File: config.mk
export PLATFORM = sky130hd
export DESIGN_NAME = iddr_word_align_flat
export DESIGN_NICKNAME = d
export VERILOG_FILES = /design/src/rtl/iddr_word_align_if.sv /design/src/rtl/iddr_word_align.sv /design/src/flat_wrapper.sv
export SDC_FILE = /design/constraint.sdc
export NUM_CORES = 1
export LEC_CHECK = 0
export CAP_MARGIN = 25
export CORE_MARGIN = 2
export CORE_UTILIZATION = 40
export DETAILED_ROUTE_END_ITERATION = 12
export SYNTH_ARGS = -nofsm -noshare
export SYNTH_HDL_FRONTEND = slang
export SYNTH_SLANG_ARGS = --single-unit
File: constraint.sdc
create_clock -name i_clk -period 3.8 [get_ports i_clk]
set_clock_uncertainty 0.05 [all_clocks]
set_input_delay 0.76 -clock i_clk [delete_from_list [all_inputs] [get_ports i_clk]]
set_output_delay 0.76 -clock i_clk [all_outputs]
set_load 0.01 [all_outputs]
File: src/rtl/iddr_word_align_if.sv
// iddr_word_align port bundle: IDDR-side controls/data in,
// bitslip request, lock status and forwarded data out.
interface iddr_word_align_if #(
    parameter int DATA_W = 8
);
    logic              i_align_en;
    logic              i_iddr_ready;
    logic [DATA_W-1:0] i_rx_data;
    logic              i_rx_valid;
    logic              o_alignwd;
    logic              o_locked;
    logic              o_align_fail;
    logic [3:0]        o_slip_cnt;
    logic [DATA_W-1:0] o_rx_data;
    logic              o_rx_valid;

    modport slave (
        input  i_align_en,
        input  i_iddr_ready,
        input  i_rx_data,
        input  i_rx_valid,
        output o_alignwd,
        output o_locked,
        output o_align_fail,
        output o_slip_cnt,
        output o_rx_data,
        output o_rx_valid
    );

    modport master (
        output i_align_en,
        output i_iddr_ready,
        output i_rx_data,
        output i_rx_valid,
        input  o_alignwd,
        input  o_locked,
        input  o_align_fail,
        input  o_slip_cnt,
        input  o_rx_data,
        input  o_rx_valid
    );
endinterface

File: src/rtl/iddr_word_align.sv
// IDDR word aligner: bitslips until TRAIN_PAT repeats, then locks.
// Define IDDR_ALIGN_RETRY_EN to auto-retry after FAIL.
module iddr_word_align #(
    parameter int         DATA_W     = 8,
    parameter logic [7:0] TRAIN_PAT  = 8'h5C,
    parameter int         MATCH_NUM  = 16,
    parameter int         SETTLE_CYC = 8,
    parameter int         RETRY_CYC  = 1024
) (
    input logic              i_clk,
    input logic              i_rst_n,
    iddr_word_align_if.slave bus
);

    localparam logic [2:0] IDLE     = 3'd0;
    localparam logic [2:0] WAIT_RDY = 3'd1;
    localparam logic [2:0] CHECK    = 3'd2;
    localparam logic [2:0] SLIP     = 3'd3;
    localparam logic [2:0] SETTLE   = 3'd4;
    localparam logic [2:0] LOCKED   = 3'd5;
    localparam logic [2:0] FAIL     = 3'd6;

    localparam logic [DATA_W-1:0] PAT  = TRAIN_PAT[DATA_W-1:0];
    localparam logic [7:0] MATCH_LAST  = 8'(MATCH_NUM - 1);
    localparam logic [7:0] SETTLE_LAST = 8'(SETTLE_CYC - 1);
    localparam logic [3:0] SLIP_MAX    = 4'(DATA_W - 1);

    if (!(DATA_W == 4 || DATA_W == 8) ||
        MATCH_NUM < 1 || MATCH_NUM > 255 ||
        SETTLE_CYC < 1 || SETTLE_CYC > 255 ||
        RETRY_CYC < 1 || RETRY_CYC > 65535) begin : g_param_err
        $error("iddr_word_align: parameter out of range");
    end

    logic [2:0] state;
    logic [2:0] state_nxt;
    logic [7:0] match_cnt;
    logic [7:0] settle_cnt;
    logic [3:0] slip_cnt;
    logic       word_ok;
    logic       rdy_lost;
    logic       match_done;
    logic       settle_done;
    logic       slip_last;
    logic       retry_done;

    assign word_ok     = (bus.i_rx_data == PAT);
    assign match_done  = (match_cnt == MATCH_LAST);
    assign settle_done = (settle_cnt == SETTLE_LAST);
    assign slip_last   = (slip_cnt == SLIP_MAX);
    assign rdy_lost    = !bus.i_iddr_ready &&
                         (state == CHECK || state == SLIP ||
                          state == SETTLE || state == LOCKED);

`ifdef IDDR_ALIGN_RETRY_EN
    localparam logic [15:0] RETRY_LAST = 16'(RETRY_CYC - 1);

    logic [15:0] retry_cnt;

    assign retry_done = (retry_cnt == RETRY_LAST);

    always_ff @(posedge i_clk or negedge i_rst_n) begin
        if (!i_rst_n) begin
            retry_cnt <= '0;
        end else if (!bus.i_align_en || state != FAIL) begin
            retry_cnt <= '0;
        end else if (!retry_done) begin
            retry_cnt <= retry_cnt + 16'd1;
        end
    end
`else
    // FAIL is sticky: only i_align_en or reset leave it
    assign retry_done = 1'b0;
`endif

    always_comb begin
        state_nxt = state;
        if (!bus.i_align_en) begin
            state_nxt = IDLE;
        end else if (rdy_lost) begin
            state_nxt = WAIT_RDY;
        end else begin
            case (state)
                IDLE: state_nxt = WAIT_RDY;
                WAIT_RDY: begin
                    if (bus.i_iddr_ready) state_nxt = CHECK;
                end
                CHECK: begin
                    if (bus.i_rx_valid) begin
                        if (word_ok) begin
                            if (match_done) state_nxt = LOCKED;
                        end else if (slip_last) begin
                            state_nxt = FAIL;
                        end else begin
                            state_nxt = SLIP;
                        end
                    end
                end
                SLIP: state_nxt = SETTLE;
                SETTLE: begin
                    if (settle_done) state_nxt = CHECK;
                end
                LOCKED: state_nxt = LOCKED;
                FAIL: begin
                    if (retry_done) state_nxt = WAIT_RDY;
                end
                default: state_nxt = IDLE;
            endcase
        end
    end

    always_ff @(posedge i_clk or negedge i_rst_n) begin
        if (!i_rst_n) begin
            state      <= IDLE;
            match_cnt  <= '0;
            settle_cnt <= '0;
            slip_cnt   <= '0;
        end else begin
            state <= state_nxt;
            if (!bus.i_align_en) begin
                match_cnt  <= '0;
                settle_cnt <= '0;
                slip_cnt   <= '0;
            end else if (rdy_lost) begin
                match_cnt  <= '0;
                settle_cnt <= '0;
                slip_cnt   <= '0;
            end else begin
                case (state)
                    WAIT_RDY: match_cnt <= '0;
                    CHECK: begin
                        // a mismatch throws away any partial run
                        if (bus.i_rx_valid) begin
                            if (!word_ok) begin
                                match_cnt <= '0;
                            end else if (!match_done) begin
                                match_cnt <= match_cnt + 8'd1;
                            end
                        end
                    end
                    SLIP: begin
                        if (!slip_last) slip_cnt <= slip_cnt + 4'd1;
                        settle_cnt <= '0;
                    end
                    SETTLE: begin
                        if (!settle_done) settle_cnt <= settle_cnt + 8'd1;
                    end
                    FAIL: begin
                        if (retry_done) begin
                            slip_cnt  <= '0;
                            match_cnt <= '0;
                        end
                    end
                    default: ;
                endcase
            end
        end
    end

    // status flags track the state being entered so they line up with it
    always_ff @(posedge i_clk or negedge i_rst_n) begin
        if (!i_rst_n) begin
            bus.o_alignwd    <= 1'b0;
            bus.o_locked     <= 1'b0;
            bus.o_align_fail <= 1'b0;
            bus.o_rx_data    <= '0;
            bus.o_rx_valid   <= 1'b0;
        end else begin
            bus.o_alignwd    <= (state_nxt == SLIP);
            bus.o_locked     <= (state_nxt == LOCKED);
            bus.o_align_fail <= (state_nxt == FAIL);
            bus.o_rx_data    <= bus.i_rx_data;
            bus.o_rx_valid   <= bus.i_rx_valid &&
                                (state == LOCKED) &&
                                (state_nxt == LOCKED);
        end
    end

    assign bus.o_slip_cnt = slip_cnt;

endmodule

File: src/flat_wrapper.sv
// flat-port wrapper written by rule: the top's interface ports become plain ports
module iddr_word_align_flat 
#(
    parameter int         DATA_W     = 8,
    parameter logic [7:0] TRAIN_PAT  = 8'h5C,
    parameter int         MATCH_NUM  = 16,
    parameter int         SETTLE_CYC = 8,
    parameter int         RETRY_CYC  = 1024
)
  (i_clk, i_rst_n, bus_i_align_en, bus_i_iddr_ready, bus_i_rx_data, bus_i_rx_valid, bus_o_alignwd, bus_o_locked, bus_o_align_fail, bus_o_slip_cnt, bus_o_rx_data, bus_o_rx_valid);
  iddr_word_align_if #(.DATA_W(DATA_W)) bus_i ();
  input logic i_clk;
  input logic i_rst_n;
  input wire logic [$bits(bus_i.i_align_en)-1:0] bus_i_align_en;
  input wire logic [$bits(bus_i.i_iddr_ready)-1:0] bus_i_iddr_ready;
  input wire logic [$bits(bus_i.i_rx_data)-1:0] bus_i_rx_data;
  input wire logic [$bits(bus_i.i_rx_valid)-1:0] bus_i_rx_valid;
  output wire logic [$bits(bus_i.o_alignwd)-1:0] bus_o_alignwd;
  output wire logic [$bits(bus_i.o_locked)-1:0] bus_o_locked;
  output wire logic [$bits(bus_i.o_align_fail)-1:0] bus_o_align_fail;
  output wire logic [$bits(bus_i.o_slip_cnt)-1:0] bus_o_slip_cnt;
  output wire logic [$bits(bus_i.o_rx_data)-1:0] bus_o_rx_data;
  output wire logic [$bits(bus_i.o_rx_valid)-1:0] bus_o_rx_valid;
  assign bus_i.i_align_en = bus_i_align_en;
  assign bus_i.i_iddr_ready = bus_i_iddr_ready;
  assign bus_i.i_rx_data = bus_i_rx_data;
  assign bus_i.i_rx_valid = bus_i_rx_valid;
  assign bus_o_alignwd = bus_i.o_alignwd;
  assign bus_o_locked = bus_i.o_locked;
  assign bus_o_align_fail = bus_i.o_align_fail;
  assign bus_o_slip_cnt = bus_i.o_slip_cnt;
  assign bus_o_rx_data = bus_i.o_rx_data;
  assign bus_o_rx_valid = bus_i.o_rx_valid;
  iddr_word_align #(.DATA_W(DATA_W), .TRAIN_PAT(TRAIN_PAT), .MATCH_NUM(MATCH_NUM), .SETTLE_CYC(SETTLE_CYC), .RETRY_CYC(RETRY_CYC)) u_core (.i_clk(i_clk), .i_rst_n(i_rst_n), .bus(bus_i));
endmodule
Word level (Yosys, flattened, before mapping):

Cells that the tools add are included.

* multiply operators: 0
* bitwise operators: 0
* shift operators: 0
* muxes and demuxes: 23
* reduce and logical (&&, ||, !) cells: 11
* eq/ne operators: 20
* div/mod/pow operators: 0
* $add $sub $neg: 3
* magnitude comparators: 0

Operators by type and width (number)
* $mux W8: 8
* $pmux W8 S2: 2
* $mux W3: 8
* $pmux W3 S7: 1
* $add A8 B1 Y8 const B: 2
* $mux W4: 4
* $eq A3 B3 Y1 const B: 5
* $eq A3 B2 Y1 const B: 3
* $eq A8 B3 Y1 const B: 1
* $eq A8 B4 Y1 const B: 1
* $eq A8 B7 Y1 const B: 1
* $ne A4 B1 Y1 const B: 2
* $ne A4 B3 Y1 const B: 2
* $ne A5 B5 Y1 const B: 1
* $add A4 B1 Y4 const B: 1
* $eq A4 B3 Y1 const B: 1
* $reduce_and A2 Y1: 2
* $eq A3 B1 Y1 const B: 1
* $logic_and A1 B1 Y1: 3
* $logic_not A3 Y1: 1
* $logic_or A1 B1 Y1: 3
* $ne A3 B1 Y1 const B: 1
* $ne A3 B2 Y1 const B: 1
* $reduce_and A3 Y1: 1
* $logic_not A1 Y1: 1

* memories: 0
* output and inout bits: 16
* bits in writable memories: 0
* ROM bits: 0
* latch bits: 0
* input port bits: 13
* bits in registers: 35

Logic depth before layout (Yosys ltp):

Gate-level depths: netlist of the first run.

* word-level depth: 9
* depth in mapped cells: 6

Worst setup path after synthesis of the first run:

Ideal clock, no wire load.

* path kind: input-to-reg
* from: input port bus_i_rx_data[0]
* to: register u_core.bus.o_locked
* stages on the path: 5
* library setup time: 0.067 ns
* arrival: 1.867 ns
* slack: 1.816 ns
* buffers on the path: 0
* cells stage by stage: and4bb_2 -> nand4_2 -> or3_4 -> a31oi_1 -> and3_1

* longest elaborated chain between the ends: 7

Ends and longest elaborated chain
* from (decl): line flat_wrapper.sv:16 `input wire logic [$bits(bus_i.i_rx_data)-1:0] bus_i_rx_data;`
* $eq A8 B7 Y1: line iddr_word_align.sv:47 `assign word_ok = (bus.i_rx_data == PAT);`
* $mux W3: line iddr_word_align.sv:90 `if (word_ok) begin`
* $mux W3: line iddr_word_align.sv:89 `if (bus.i_rx_valid) begin`
* $pmux W3 S7: line iddr_word_align.sv:83 `case (state)`
* $mux W3: line iddr_word_align.sv:80 `end else if (rdy_lost) begin`
* $mux W3: line iddr_word_align.sv:78 `if (!bus.i_align_en) begin`
* $eq A3 B3 Y1: line iddr_word_align.sv:170 `bus.o_locked <= (state_nxt == LOCKED);`
* to (signal assigned): line iddr_word_align.sv:170
* to (decl): line iddr_word_align_if.sv:23 `output o_locked,`

No other way between the ends.
A chain may end at the register's enable or synchronous reset.

Worst setup path after layout of the first run:

* from: input port bus_i_iddr_ready
* to: register u_core.match_cnt[7]

* longest elaborated chain between the ends: 4
* elaborated cells between the ends (all ways): 8
* classes of those cells: 3 x eq/ne; 2 x mux; 3 x reduce/logical

Ends and longest elaborated chain
* from (decl): line flat_wrapper.sv:15 `input wire logic [$bits(bus_i.i_iddr_ready)-1:0] bus_i_iddr_ready;`
* $logic_not A1 Y1 (*): line iddr_word_align.sv:51 `assign rdy_lost = !bus.i_iddr_ready &&`
* $logic_and A1 B1 Y1 (*): line iddr_word_align.sv:51
* $ne A5 B5 Y1 (no source line), or another cell as far along
* $reduce_and A3 Y1 (no source line) / $mux W8 (equally long branches)
* to (signal assigned): line iddr_word_align.sv:137 `match_cnt <= match_cnt + 8'd1;`
* to (decl): line iddr_word_align.sv:37 `logic [7:0] match_cnt;`

Mark *: on every way between the ends. The rest lies on a longest branch, timed or not.

==> run_summary.xml, run 1 <==
<?xml version="1.0" encoding="UTF-8"?>
<metrics>
  <group name="pwr">
    <metric name="switching_power_as_a_share_of_total_power" unit="">0.245</metric>
    <metric name="report.power.total" unit="mW">0.722</metric>
    <metric name="combinationalPowerShare" unit="">0.106</metric>
    <metric name="power.density" unit="nW/µm²">327</metric>
    <metric name="internal_power" unit="mW">0.545</metric>
    <metric name="p_seq_frac" unit="">0.540</metric>
    <metric name="clockPowerShare" unit="">0.353</metric>
    <metric name="switching_power" unit="mW">0.177</metric>
    <metric name="leakage" unit="nW">0.902</metric>
    <metric name="worst_ir_drop_vdd" unit="V">0.000137</metric>
  </group>
  <group name="drt">
    <metric name="drt_drc_violations_left" unit="">0</metric>
    <metric name="detailedRoute.firstIterationViolations" unit="">87</metric>
    <metric name="vias" unit="">1479</metric>
    <metric name="wl_per_cell" unit="µm">14.2</metric>
    <metric name="route.final.wire_length" unit="µm">3750</metric>
    <metric name="detail-route-antenna-nets" unit="">0</metric>
    <metric name="route.detailed.vias_per_inst" unit="">5.60</metric>
    <metric name="drtPass1Iterations" unit="">4</metric>
  </group>
  <group name="die">
    <metric name="die-area" unit="µm²">5040</metric>
    <metric name="fp-row-count" unit="">24</metric>
    <metric name="initial_utilization" unit="">0.415</metric>
    <metric name="floorplan.die.width" unit="µm">71.0</metric>
    <metric name="io-pin-count" unit="">29</metric>
    <metric name="floorplan.core_area" unit="µm²">4320</metric>
    <metric name="dieHeight" unit="µm">71.0</metric>
  </group>
  <group name="grt">
    <metric name="antenna_violations_before_repair" unit="">0</metric>
    <metric name="groute.usage.overall" unit="">0.167</metric>
    <metric name="wire_length_of_the_first_global_routing_pass" unit="µm">6720</metric>
    <metric name="globalRouteOverflowTotal" unit="">0</metric>
    <metric name="grt_pass1_vias" unit="">1374</metric>
    <metric name="grt_max_degree" unit="">36</metric>
  </group>
  <group name="timing">
    <metric name="rsz0062_at_grt" unit="">false</metric>
    <metric name="sum_of_negative_setup_slack" unit="ns">0</metric>
    <metric name="finalCritPeriodShare" unit="">0.625</metric>
    <metric name="setup-violations-final" unit="">0</metric>
    <metric name="timing.fmax" unit="MHz">421</metric>
    <metric name="drv_slew" unit="">0</metric>
    <metric name="setup_slack" unit="ns">1.42</metric>
    <metric name="tightest_slew" unit="ns">0.702</metric>
    <metric name="hold_viol_final" unit="">0</metric>
    <metric name="final_period_demand_of_the_worst_path" unit="ns">2.38</metric>
    <metric name="worst_slew_slack_as_a_fraction_of_its_limit" unit="">0.532</metric>
  </group>
  <group name="place">
    <metric name="placement.setup.worst_slack" unit="ns">1.11</metric>
    <metric name="dpl-instance-area" unit="µm²">2120</metric>
    <metric name="globalplace.congestion" unit="">0.804</metric>
    <metric name="post_detail_place_hpwl" unit="µm">2680</metric>
    <metric name="dp.cells" unit="">256</metric>
    <metric name="i_o_buffers" unit="">28</metric>
  </group>
  <group name="critical_path">
    <metric name="critPathLaunchType" unit="">input port</metric>
    <metric name="r2r_start" unit="">u_core.state[2]</metric>
    <metric name="worst-r2r-setup-slack" unit="ns">1.63</metric>
    <metric name="endpoint_kind" unit="">flip-flop</metric>
    <metric name="crit_required" unit="ns">3.91</metric>
    <metric name="crit_start" unit="">bus_i_iddr_ready</metric>
    <metric name="reg2reg_to" unit="">u_core.match_cnt[7]</metric>
    <metric name="worst_setup_path_endpoint" unit="">u_core.match_cnt[7]</metric>
    <metric name="critical_path_arrival" unit="ns">2.49</metric>
    <metric name="critical_path_class" unit="">input port to flip-flop</metric>
    <metric name="critical_path.max_fanout" unit="">16</metric>
    <metric name="worst_r2r_path_depth" unit="">5</metric>
  </group>
  <group name="yosys">
    <metric name="synth.yosys.seq_area_share" unit="">0.488</metric>
    <metric name="synthCells" unit="">179</metric>
    <metric name="synth_warnings" unit="">0</metric>
    <metric name="synth_nets" unit="">195</metric>
    <metric name="synth_top_area_frac" unit="">0.488</metric>
    <metric name="synth.top_cells.by_area" unit="">sky130_fd_sc_hd__dfrtp_1 (49%), sky130_fd_sc_hd__o31ai_1 (3.8%), sky130_fd_sc_hd__nor2_1 (3.6%)</metric>
    <metric name="post_synth_num_cell_types" unit="">48</metric>
    <metric name="synthDominantAreaCellType" unit="">sky130_fd_sc_hd__dfrtp_1</metric>
    <metric name="mean_area_per_synthesized_cell" unit="µm²">10.0</metric>
    <metric name="postSynthRegisterBits" unit="">35</metric>
    <metric name="syn-cell-area" unit="µm²">1800</metric>
  </group>
  <group name="finish">
    <metric name="commonest_cells_after_routing_fill_and_taps_aside" unit="">sky130_fd_sc_hd__dfrtp_1 (35), sky130_fd_sc_hd__clkdlybuf4s50_1 (28), sky130_fd_sc_hd__nor2_1 (17), sky130_fd_sc_hd__nand2_1 (12), sky130_fd_sc_hd__o21ai_0 (12)</metric>
    <metric name="nFillCells" unit="">403</metric>
    <metric name="final_layout_size_suffix_gt1_frac" unit="">0.104</metric>
    <metric name="post_layout_nonfiller_instances" unit="">264</metric>
    <metric name="area_delta_synth_final" unit="%">22.9</metric>
    <metric name="mostFrequentLayoutCell" unit="">sky130_fd_sc_hd__dfrtp_1</metric>
    <metric name="design_area" unit="µm²">2210</metric>
    <metric name="total_nets_final" unit="">227</metric>
    <metric name="num_antenna_cells" unit="">0</metric>
  </group>
  <group name="cts">
    <metric name="clockRootBuffer" unit="">sky130_fd_sc_hd__clkbuf_8</metric>
    <metric name="cts_buffer_depth" unit="">2</metric>
    <metric name="cts_buffers" unit="">5</metric>
    <metric name="clk_pin_slew_worst_setup_hold_paths" unit="ns">0.06</metric>
    <metric name="worst_skew_pair.late_latency" unit="ns">0.29</metric>
    <metric name="clock_tree_from_tritoncts" unit="">built</metric>
    <metric name="post_cts_setup_driven_buffer_insertion_count" unit="">0</metric>
    <metric name="clock_sinks" unit="">35</metric>
    <metric name="htreeDepth" unit="">2</metric>
    <metric name="post_cts_resized" unit="">0</metric>
    <metric name="cts-hold-fix-buffers" unit="">0</metric>
  </group>
  <group name="outcome">
    <metric name="run_status" unit="">finished clean</metric>
  </group>
  <group name="hold_path">
    <metric name="holdCritPathClass" unit="">flip-flop to flip-flop</metric>
  </group>
  <group name="job">
    <metric name="cap_violations" unit="">0</metric>
  </group>
</metrics>
==> synth_stat cells (all sizes together) <==
| master | number |
|---|---|
| clkbuf | 1 |
| o2111ai | 1 |
| nor2 | 17 |
| nor3 | 8 |
| inv | 6 |
| nor3b | 2 |
| nand3b | 3 |
| xnor2 | 2 |
| o31ai | 9 |
| a21oi | 12 |
| o22ai | 3 |
| and3b | 2 |
| a31oi | 3 |
| or3b | 1 |
| nand3 | 9 |
| buf | 3 |
| dfrtp | 35 |
| nand2 | 13 |
| a32oi | 1 |
| o21ai | 14 |
| a2111oi | 1 |
| o21a | 1 |
| a311oi | 1 |
| and4 | 1 |
| a41oi | 1 |
| nor4 | 3 |
| and3 | 5 |
| mux2i | 1 |
| or3 | 3 |
| xor2 | 2 |
| nor2b | 4 |
| and4bb | 2 |
| nand4 | 3 |
| a211oi | 1 |
| nand2b | 2 |
| ha | 3 |
==> logic make-up after synthesis <==
| group | after synthesis | synth area share |
|---|---|---|
| simple gates | 78 | 0.260 |
| compound gates | 48 | 0.180 |
| flops | 35 | 0.488 |
| mux | 1 | 0.00558 |
| fa+ha+maj | 3 | 0.0209 |
| xor+xnor | 4 | 0.0195 |
| buf+inv | 10 | 0.0258 |
==> layout make-up <==
type,count,area (µm²),share of cell area
clock buffers,7,76.3,0.0346
multi-input cells,134,873,0.396
inverters,6,22.5,0.0102
repair buffers,29,288,0.130
clock inverters,1,5.00,0.00227
well taps,52,65.1,0.0295
flip-flops and latches,35,876,0.397
==> power by group through the flow <==
stage	sequential, mW	clock (mW)	combinational, mW
after CTS	0.390	0.262	0.0782
after global routing	0.391	0.281	0.0853
after floorplan	0.395	0	0.0400
after global placement	0.397	0	0.0764
after detailed placement	0.397	0	0.0780
final	0.390	0.255	0.0767
==> state kept, by name, indices dropped and copies added, names as in the netlist, 3 cells and up <==
| register | cells |
|---|---|
| u_core.bus.o_rx_data | 8 |
| u_core.match_cnt | 8 |
| u_core.settle_cnt | 8 |
| u_core.bus.o_slip_cnt | 4 |
| u_core.state | 3 |
==> per-layer routing <==
metal	routed length (µm)	part of all wire	GRT usage
met1	1830	0.49	0.242
met2	1640	0.44	0.239
met3	245	0.065	0.0499
met4	36	0.0096	0.0545
met5	0	0	0
==> how the worst min path moves through the flow <==
| stage | from | to | slack, ns | cells after the start |
|---|---|---|---|---|
| 2_1_floorplan | i_rst_n | u_core.bus.o_align_fail | 0.41 | 0 |
| 4_1_cts | u_core.settle_cnt[7] | u_core.settle_cnt[7] | 0.47 | 1 |
| 3_5_place_dp | u_core.settle_cnt[7] | u_core.settle_cnt[7] | 0.46 | 1 |
| 5_1_grt | u_core.settle_cnt[7] | u_core.settle_cnt[7] | 0.52 | 1 |
| 6_report | u_core.settle_cnt[7] | u_core.settle_cnt[7] | 0.47 | 1 |
| 3_3_place_gp | u_core.settle_cnt[7] | u_core.settle_cnt[7] | 0.46 | 1 |
==> critical path, stage by stage <==
cell and delay, ns:
sky130_fd_sc_hd__clkdlybuf4s50_1 0.50, sky130_fd_sc_hd__o21ai_2 0.62, sky130_fd_sc_hd__o22ai_2 0.27, sky130_fd_sc_hd__o21ai_0 0.23, sky130_fd_sc_hd__o31ai_1 0.10
==> per-stage QoR <==
stage / hold slack, ns / util
4_1_cts: 0.468 / 0.510
5_1_grt: 0.523 / 0.510
6_report: 0.473 / 0.510
3_5_place_dp: 0.464 / 0.491
2_1_floorplan: 0.414 / -
3_3_place_gp: 0.455 / 0.491
(Power assumes the default switching activity.)
==> run 2: changes to the inputs <==
==> constraint.sdc (replaced) <==
create_clock -name i_clk -period 2.5 [get_ports i_clk]
set_clock_uncertainty 0.05 [all_clocks]
set_input_delay 0.5 -clock i_clk [delete_from_list [all_inputs] [get_ports i_clk]]
set_output_delay 0.5 -clock i_clk [all_outputs]
set_load 0.01 [all_outputs]
==> run 2 against run 1 <==
Sequential share of layout area down 0.66 points; cell area up 1.7%; cell count up 1.9%; routed wire length up 0.16%; sequential power up 52%; critical path depth up 1; clock power up 49%; total power up 52%; first-iteration DRC count down 18%; core utilization up 0.87 points; worst hold slack worse by 0.021 ns; non-clock buffer count up 5; critical endpoint is now u_core.bus.o_align_fail; largest cell class unchanged; largest power group unchanged; highest routed layer unchanged.
==> run_summary.xml, run 2 (synthesized netlist as in run 1, its figures left out) <==
<?xml version="1.0" encoding="UTF-8"?>
<metrics>
  <group name="outcome">
    <metric name="run_status" unit="">finished clean</metric>
  </group>
  <group name="critical_path">
    <metric name="critical_path_class" unit="">input port to flip-flop</metric>
    <metric name="path_depth" unit="">6</metric>
    <metric name="critPathLaunchType" unit="">input port</metric>
    <metric name="critical_path_arrival" unit="ns">2.10</metric>
    <metric name="endpoint_kind" unit="">flip-flop</metric>
    <metric name="crit_path_max_incr_delay" unit="ns">0.43</metric>
    <metric name="cp_slowest_cell" unit="">sky130_fd_sc_hd__clkdlybuf4s50_1</metric>
    <metric name="worst-r2r-setup-slack" unit="ns">0.56</metric>
    <metric name="cp_top_family" unit="">simple AND/OR/NAND/NOR gates</metric>
    <metric name="worst_r2r_path_depth" unit="">5</metric>
    <metric name="worstPathCellList" unit="">clkdlybuf4s50_1, and4bb_2, nand4_2, or3_4, a21oi_2, a211oi_1</metric>
    <metric name="timing.critical_path.buf_inv" unit="">1</metric>
    <metric name="critical_path.max_fanout" unit="">5</metric>
    <metric name="crit_required" unit="ns">2.59</metric>
  </group>
  <group name="drt">
    <metric name="wl_per_cell" unit="µm">14.0</metric>
    <metric name="drtPass1Iterations" unit="">4</metric>
    <metric name="detailedRoute.firstIterationViolations" unit="">71</metric>
    <metric name="route.final.wire_length" unit="µm">3760</metric>
    <metric name="route.detailed.vias_per_inst" unit="">5.62</metric>
    <metric name="vias" unit="">1511</metric>
    <metric name="detail-route-antenna-nets" unit="">0</metric>
    <metric name="drt_drc_violations_left" unit="">0</metric>
  </group>
  <group name="die">
    <metric name="io-pin-count" unit="">29</metric>
    <metric name="fp-row-count" unit="">24</metric>
    <metric name="die-area" unit="µm²">5040</metric>
    <metric name="dieHeight" unit="µm">71.0</metric>
    <metric name="initial_utilization" unit="">0.415</metric>
    <metric name="floorplan.core_area" unit="µm²">4320</metric>
    <metric name="floorplan.die.width" unit="µm">71.0</metric>
  </group>
  <group name="timing">
    <metric name="hold_viol_final" unit="">0</metric>
    <metric name="tightest_slew" unit="ns">0.468</metric>
    <metric name="setup_slack" unit="ns">0.493</metric>
    <metric name="timing.fmax" unit="MHz">498</metric>
    <metric name="final_period_demand_of_the_worst_path" unit="ns">2.01</metric>
    <metric name="drv_slew" unit="">0</metric>
    <metric name="sum_of_negative_setup_slack" unit="ns">0</metric>
    <metric name="setup-violations-final" unit="">0</metric>
    <metric name="rsz0062_at_grt" unit="">false</metric>
    <metric name="finalCritPeriodShare" unit="">0.803</metric>
    <metric name="hold_ws" unit="ns">0.452</metric>
    <metric name="worst_slew_slack_as_a_fraction_of_its_limit" unit="">0.688</metric>
  </group>
  <group name="cts">
    <metric name="clock_tree_from_tritoncts" unit="">built</metric>
    <metric name="clk_pin_slew_worst_setup_hold_paths" unit="ns">0.06</metric>
    <metric name="worst_skew_pair.late_latency" unit="ns">0.28</metric>
    <metric name="clockRootBuffer" unit="">sky130_fd_sc_hd__clkbuf_8</metric>
    <metric name="cts_buffers" unit="">5</metric>
    <metric name="clock_sinks" unit="">35</metric>
    <metric name="cts-hold-fix-buffers" unit="">0</metric>
    <metric name="post_cts_resized" unit="">0</metric>
    <metric name="post_cts_setup_driven_buffer_insertion_count" unit="">0</metric>
    <metric name="cts_buffer_depth" unit="">2</metric>
    <metric name="htreeDepth" unit="">2</metric>
  </group>
  <group name="finish">
    <metric name="mostFrequentLayoutCell" unit="">sky130_fd_sc_hd__dfrtp_1</metric>
    <metric name="final_layout_size_suffix_gt1_frac" unit="">0.124</metric>
    <metric name="design_area" unit="µm²">2240</metric>
    <metric name="commonest_cells_after_routing_fill_and_taps_aside" unit="">sky130_fd_sc_hd__dfrtp_1 (35), sky130_fd_sc_hd__clkdlybuf4s50_1 (28), sky130_fd_sc_hd__nor2_1 (17), sky130_fd_sc_hd__nand2_1 (12), sky130_fd_sc_hd__o21ai_0 (12)</metric>
    <metric name="area_delta_synth_final" unit="%">24.9</metric>
    <metric name="num_antenna_cells" unit="">0</metric>
    <metric name="largest_registers" unit="">u_core.bus.o_rx_data (8), u_core.match_cnt (8), u_core.settle_cnt (8)</metric>
    <metric name="post_layout_nonfiller_instances" unit="">269</metric>
    <metric name="finish.utilization" unit="">0.519</metric>
    <metric name="nFillCells" unit="">403</metric>
    <metric name="total_nets_final" unit="">232</metric>
  </group>
  <group name="place">
    <metric name="dpl-instance-area" unit="µm²">2160</metric>
    <metric name="post_detail_place_hpwl" unit="µm">2770</metric>
    <metric name="dp.cells" unit="">261</metric>
    <metric name="globalplace.congestion" unit="">0.841</metric>
    <metric name="i_o_buffers" unit="">28</metric>
    <metric name="placement.setup.worst_slack" unit="ns">0.212</metric>
  </group>
  <group name="pwr">
    <metric name="worst_ir_drop_vdd" unit="V">0.000386</metric>
    <metric name="power.density" unit="nW/µm²">489</metric>
    <metric name="leakage" unit="nW">0.927</metric>
    <metric name="report.power.total" unit="mW">1.10</metric>
  </group>
  <group name="grt">
    <metric name="wire_length_of_the_first_global_routing_pass" unit="µm">6480</metric>
    <metric name="groute.usage.overall" unit="">0.161</metric>
    <metric name="grt_pass1_vias" unit="">1370</metric>
    <metric name="grt_max_degree" unit="">36</metric>
    <metric name="antenna_violations_before_repair" unit="">0</metric>
    <metric name="globalRouteOverflowTotal" unit="">0</metric>
  </group>
  <group name="job">
    <metric name="cap_violations" unit="">0</metric>
  </group>
  <group name="hold_path">
    <metric name="holdCritPathClass" unit="">flip-flop to flip-flop</metric>
    <metric name="min_delay_path_depth" unit="">1</metric>
  </group>
</metrics>
[run 2: layout make-up]
type                       count  area [µm²]  area share
sequential                    35         876       0.390
multi-input combinational    134         873       0.389
timing repair buffer          34         325       0.145
clock buffer                   7        76.3      0.0340
tap                           52        65.1      0.0290
inverter                       6        22.5      0.0100
clock inverter                 1        5.00     0.00223
[run 2: metal layers]
layer / global-route usage / wire length, µm
met1: 0.237 / 1880
met4: 0.0440 / 28
met2: 0.237 / 1650
met5: 0 / 0
met3: 0.0385 / 192
[run 2: worst paths after layout]
| check | start | to |
|---|---|---|
| max | bus_i_rx_data[1] | u_core.bus.o_align_fail |
| min | u_core.settle_cnt[7] | u_core.settle_cnt[7] |
| max reg2reg | u_core.state[1] | u_core.settle_cnt[2] |
| min reg2reg | u_core.settle_cnt[7] | u_core.settle_cnt[7] |
| max in group asynchronous | i_rst_n | u_core.match_cnt[3] |
| min in group asynchronous | i_rst_n | u_core.settle_cnt[7] |
[run 2: where the power goes]
part / switching, mW / internal (mW) / total [mW]
clock: 0.184 / 0.195 / 0.379
sequential: 0.0147 / 0.578 / 0.593
combinational: 0.0649 / 0.0607 / 0.126
total: 0.264 / 0.834 / 1.10
==> run 3: changes to the inputs <==
==> constraint.sdc (replaced) <==
create_clock -name i_clk -period 2.1 [get_ports i_clk]
set_clock_uncertainty 0.05 [all_clocks]
set_input_delay 0.42 -clock i_clk [delete_from_list [all_inputs] [get_ports i_clk]]
set_output_delay 0.42 -clock i_clk [all_outputs]
set_load 0.01 [all_outputs]
==> run 3 against run 2 <==
Critical path type is now flip-flop to flip-flop; register-to-register slack worse by 0.42 ns; first-iteration DRC count is 9.9% higher; worst hold slack better by 0.024 ns; global-route usage is 0.54 points higher; critical path depth stayed put; count of clock-buffer cells in the layout stayed put; via count is 0.33% lower; total power is 19% higher; cell area is 2.7% higher; combinational power is 23% higher; largest cell class unchanged; die area stayed put.
==> run_summary.xml, run 3 (synthesized netlist as in run 1, its figures left out) <==
<?xml version="1.0" encoding="UTF-8"?>
<metrics>
  <group name="grt">
    <metric name="wire_length_of_the_first_global_routing_pass" unit="µm">6670</metric>
    <metric name="antenna_violations_before_repair" unit="">0</metric>
    <metric name="globalRouteOverflowTotal" unit="">0</metric>
    <metric name="grt_pass1_vias" unit="">1445</metric>
    <metric name="groute.usage.overall" unit="">0.166</metric>
    <metric name="grt_max_degree" unit="">36</metric>
  </group>
  <group name="place">
    <metric name="dp.cells" unit="">269</metric>
    <metric name="globalplace.congestion" unit="">0.821</metric>
    <metric name="i_o_buffers" unit="">28</metric>
    <metric name="post_detail_place_hpwl" unit="µm">2760</metric>
  </group>
  <group name="timing">
    <metric name="final_period_demand_of_the_worst_path" unit="ns">1.96</metric>
    <metric name="worst_slew_slack_as_a_fraction_of_its_limit" unit="">0.682</metric>
    <metric name="finalCritPeriodShare" unit="">0.934</metric>
    <metric name="rsz0062_at_grt" unit="">false</metric>
    <metric name="setup-violations-final" unit="">0</metric>
    <metric name="hold_viol_final" unit="">0</metric>
    <metric name="drv_slew" unit="">0</metric>
    <metric name="hold_ws" unit="ns">0.476</metric>
    <metric name="tightest_slew" unit="ns">0.477</metric>
    <metric name="timing.fmax" unit="MHz">510</metric>
  </group>
  <group name="critical_path">
    <metric name="cp_top_family" unit="">compound AO/OA/AOI/OAI gates</metric>
    <metric name="critical_path.max_fanout" unit="">4</metric>
    <metric name="r2r_start" unit="">u_core.settle_cnt[0]</metric>
    <metric name="endpoint_kind" unit="">flip-flop</metric>
    <metric name="crit_path_max_incr_delay" unit="ns">0.42</metric>
    <metric name="timing.critical_path.buf_inv" unit="">0</metric>
    <metric name="critical_path_class" unit="">flip-flop to flip-flop</metric>
    <metric name="worst_r2r_path_depth" unit="">6</metric>
    <metric name="critPathLaunchType" unit="">flip-flop</metric>
    <metric name="worstPathCellList" unit="">ha_1, and3b_1, a311oi_2, o31ai_1, a2111oi_2, and3_1</metric>
    <metric name="worst-r2r-setup-slack" unit="ns">0.14</metric>
    <metric name="crit_required" unit="ns">2.27</metric>
    <metric name="cp_slowest_cell" unit="">sky130_fd_sc_hd__dfrtp_1</metric>
    <metric name="reg2reg_to" unit="">u_core.bus.o_locked</metric>
    <metric name="critical_path_arrival" unit="ns">2.13</metric>
  </group>
  <group name="job">
    <metric name="cap_violations" unit="">0</metric>
  </group>
  <group name="cts">
    <metric name="clk_pin_slew_worst_setup_hold_paths" unit="ns">0.06</metric>
    <metric name="post_cts_resized" unit="">0</metric>
    <metric name="clock_tree_from_tritoncts" unit="">built</metric>
    <metric name="post_cts_setup_driven_buffer_insertion_count" unit="">0</metric>
    <metric name="clock_sinks" unit="">35</metric>
    <metric name="cts_buffers" unit="">5</metric>
    <metric name="htreeDepth" unit="">2</metric>
    <metric name="cts-hold-fix-buffers" unit="">0</metric>
    <metric name="clockRootBuffer" unit="">sky130_fd_sc_hd__clkbuf_8</metric>
    <metric name="worst_skew_pair.late_latency" unit="ns">0.28</metric>
    <metric name="cts_buffer_depth" unit="">2</metric>
  </group>
  <group name="pwr">
    <metric name="report.power.total" unit="mW">1.31</metric>
    <metric name="worst_ir_drop_vdd" unit="V">0.000326</metric>
    <metric name="leakage" unit="nW">0.968</metric>
    <metric name="power.density" unit="nW/µm²">569</metric>
  </group>
  <group name="drt">
    <metric name="detailedRoute.firstIterationViolations" unit="">78</metric>
    <metric name="drt_drc_violations_left" unit="">0</metric>
    <metric name="drtPass1Iterations" unit="">4</metric>
    <metric name="route.final.wire_length" unit="µm">3820</metric>
    <metric name="vias" unit="">1506</metric>
    <metric name="route.detailed.vias_per_inst" unit="">5.44</metric>
    <metric name="wl_per_cell" unit="µm">13.8</metric>
    <metric name="detail-route-antenna-nets" unit="">0</metric>
  </group>
  <group name="finish">
    <metric name="largest_registers" unit="">u_core.bus.o_rx_data (8), u_core.match_cnt (8), u_core.settle_cnt (8)</metric>
    <metric name="post_layout_nonfiller_instances" unit="">277</metric>
    <metric name="commonest_cells_after_routing_fill_and_taps_aside" unit="">sky130_fd_sc_hd__dfrtp_1 (35), sky130_fd_sc_hd__clkdlybuf4s50_1 (28), sky130_fd_sc_hd__nor2_1 (17), sky130_fd_sc_hd__buf_4 (14)</metric>
    <metric name="total_nets_final" unit="">240</metric>
    <metric name="nFillCells" unit="">393</metric>
    <metric name="area_delta_synth_final" unit="%">28.3</metric>
    <metric name="final_layout_size_suffix_gt1_frac" unit="">0.156</metric>
    <metric name="seq_area" unit="µm²">876</metric>
    <metric name="finish.utilization" unit="">0.533</metric>
    <metric name="mostFrequentLayoutCell" unit="">sky130_fd_sc_hd__dfrtp_1</metric>
    <metric name="multi_input_comb_area" unit="µm²">873</metric>
    <metric name="num_antenna_cells" unit="">0</metric>
  </group>
  <group name="die">
    <metric name="fp-row-count" unit="">24</metric>
    <metric name="floorplan.core_area" unit="µm²">4320</metric>
    <metric name="io-pin-count" unit="">29</metric>
    <metric name="initial_utilization" unit="">0.415</metric>
    <metric name="floorplan.die.width" unit="µm">71.0</metric>
    <metric name="dieHeight" unit="µm">71.0</metric>
    <metric name="die-area" unit="µm²">5040</metric>
  </group>
  <group name="hold_path">
    <metric name="min_delay_path_depth" unit="">1</metric>
    <metric name="hp-start" unit="">u_core.settle_cnt[7]</metric>
    <metric name="whs_endpoint" unit="">u_core.settle_cnt[7]</metric>
    <metric name="holdCritPathClass" unit="">flip-flop to flip-flop</metric>
  </group>
  <group name="outcome">
    <metric name="run_status" unit="">finished clean</metric>
  </group>
</metrics>
run 3: changes by cell type in the layout (fill, tap and decap cells not counted):
cell / delta
sky130_fd_sc_hd__buf_4: +8
run 3: final cells by class:
cell class                 count  area share
clock buffer                   7      0.0331
clock inverter                 1     0.00217
inverter                       6     0.00978
multi-input combinational    134       0.379
sequential                    35       0.380
tap                           52      0.0282
timing repair buffer          42       0.167
run 3: worst max path at each step:
stage / from / slack (ns) / cells after the start / end
floorplan: u_core.settle_cnt[0] / 0.33 / 6 / u_core.bus.o_locked
global placement: bus_i_rx_data[0] / -0.06 / 6 / u_core.bus.o_locked
detailed placement: bus_i_rx_data[0] / -0.12 / 6 / u_core.bus.o_locked
CTS: u_core.settle_cnt[0] / 0.15 / 6 / u_core.bus.o_locked
global route: u_core.state[1] / 0.02 / 5 / u_core.settle_cnt[2]
finish: u_core.settle_cnt[0] / 0.14 / 6 / u_core.bus.o_locked
run 3: power by group:
part,switching [mW],internal (mW)
combinational,0.0774,0.0780
clock,0.217,0.232
sequential,0.0171,0.688
total,0.311,0.998
run 3: worst reg2reg max path: stages, from the launching register on:
cell	delay, ns
sky130_fd_sc_hd__dfrtp_1	0.42
sky130_fd_sc_hd__ha_1	0.26
sky130_fd_sc_hd__and3b_1	0.25
sky130_fd_sc_hd__a311oi_2	0.26
sky130_fd_sc_hd__o31ai_1	0.14
sky130_fd_sc_hd__a2111oi_2	0.34
sky130_fd_sc_hd__and3_1	0.20
run 3: per-stage QoR:
| step | setup slack [ns] | TNS [ns] | cell area [µm²] |
|---|---|---|---|
| finish | 0.138 | 0 | 2300 |
| global placement | -0.0567 | -0.174 | 2220 |
| CTS | 0.154 | 0 | 2300 |
| floorplan | 0.329 | 0 | 1800 |
| global route | 0.0193 | 0 | 2300 |
| detailed placement | -0.119 | -0.678 | 2220 |
run 3: layer usage:
metal,GRT usage,wire length [µm],vias to the layer above
li1,-,-,759
met1,0.232,1940,712
met2,0.253,1690,33
met3,0.0470,170,2
met4,0.0482,20,0
met5,0,0,-
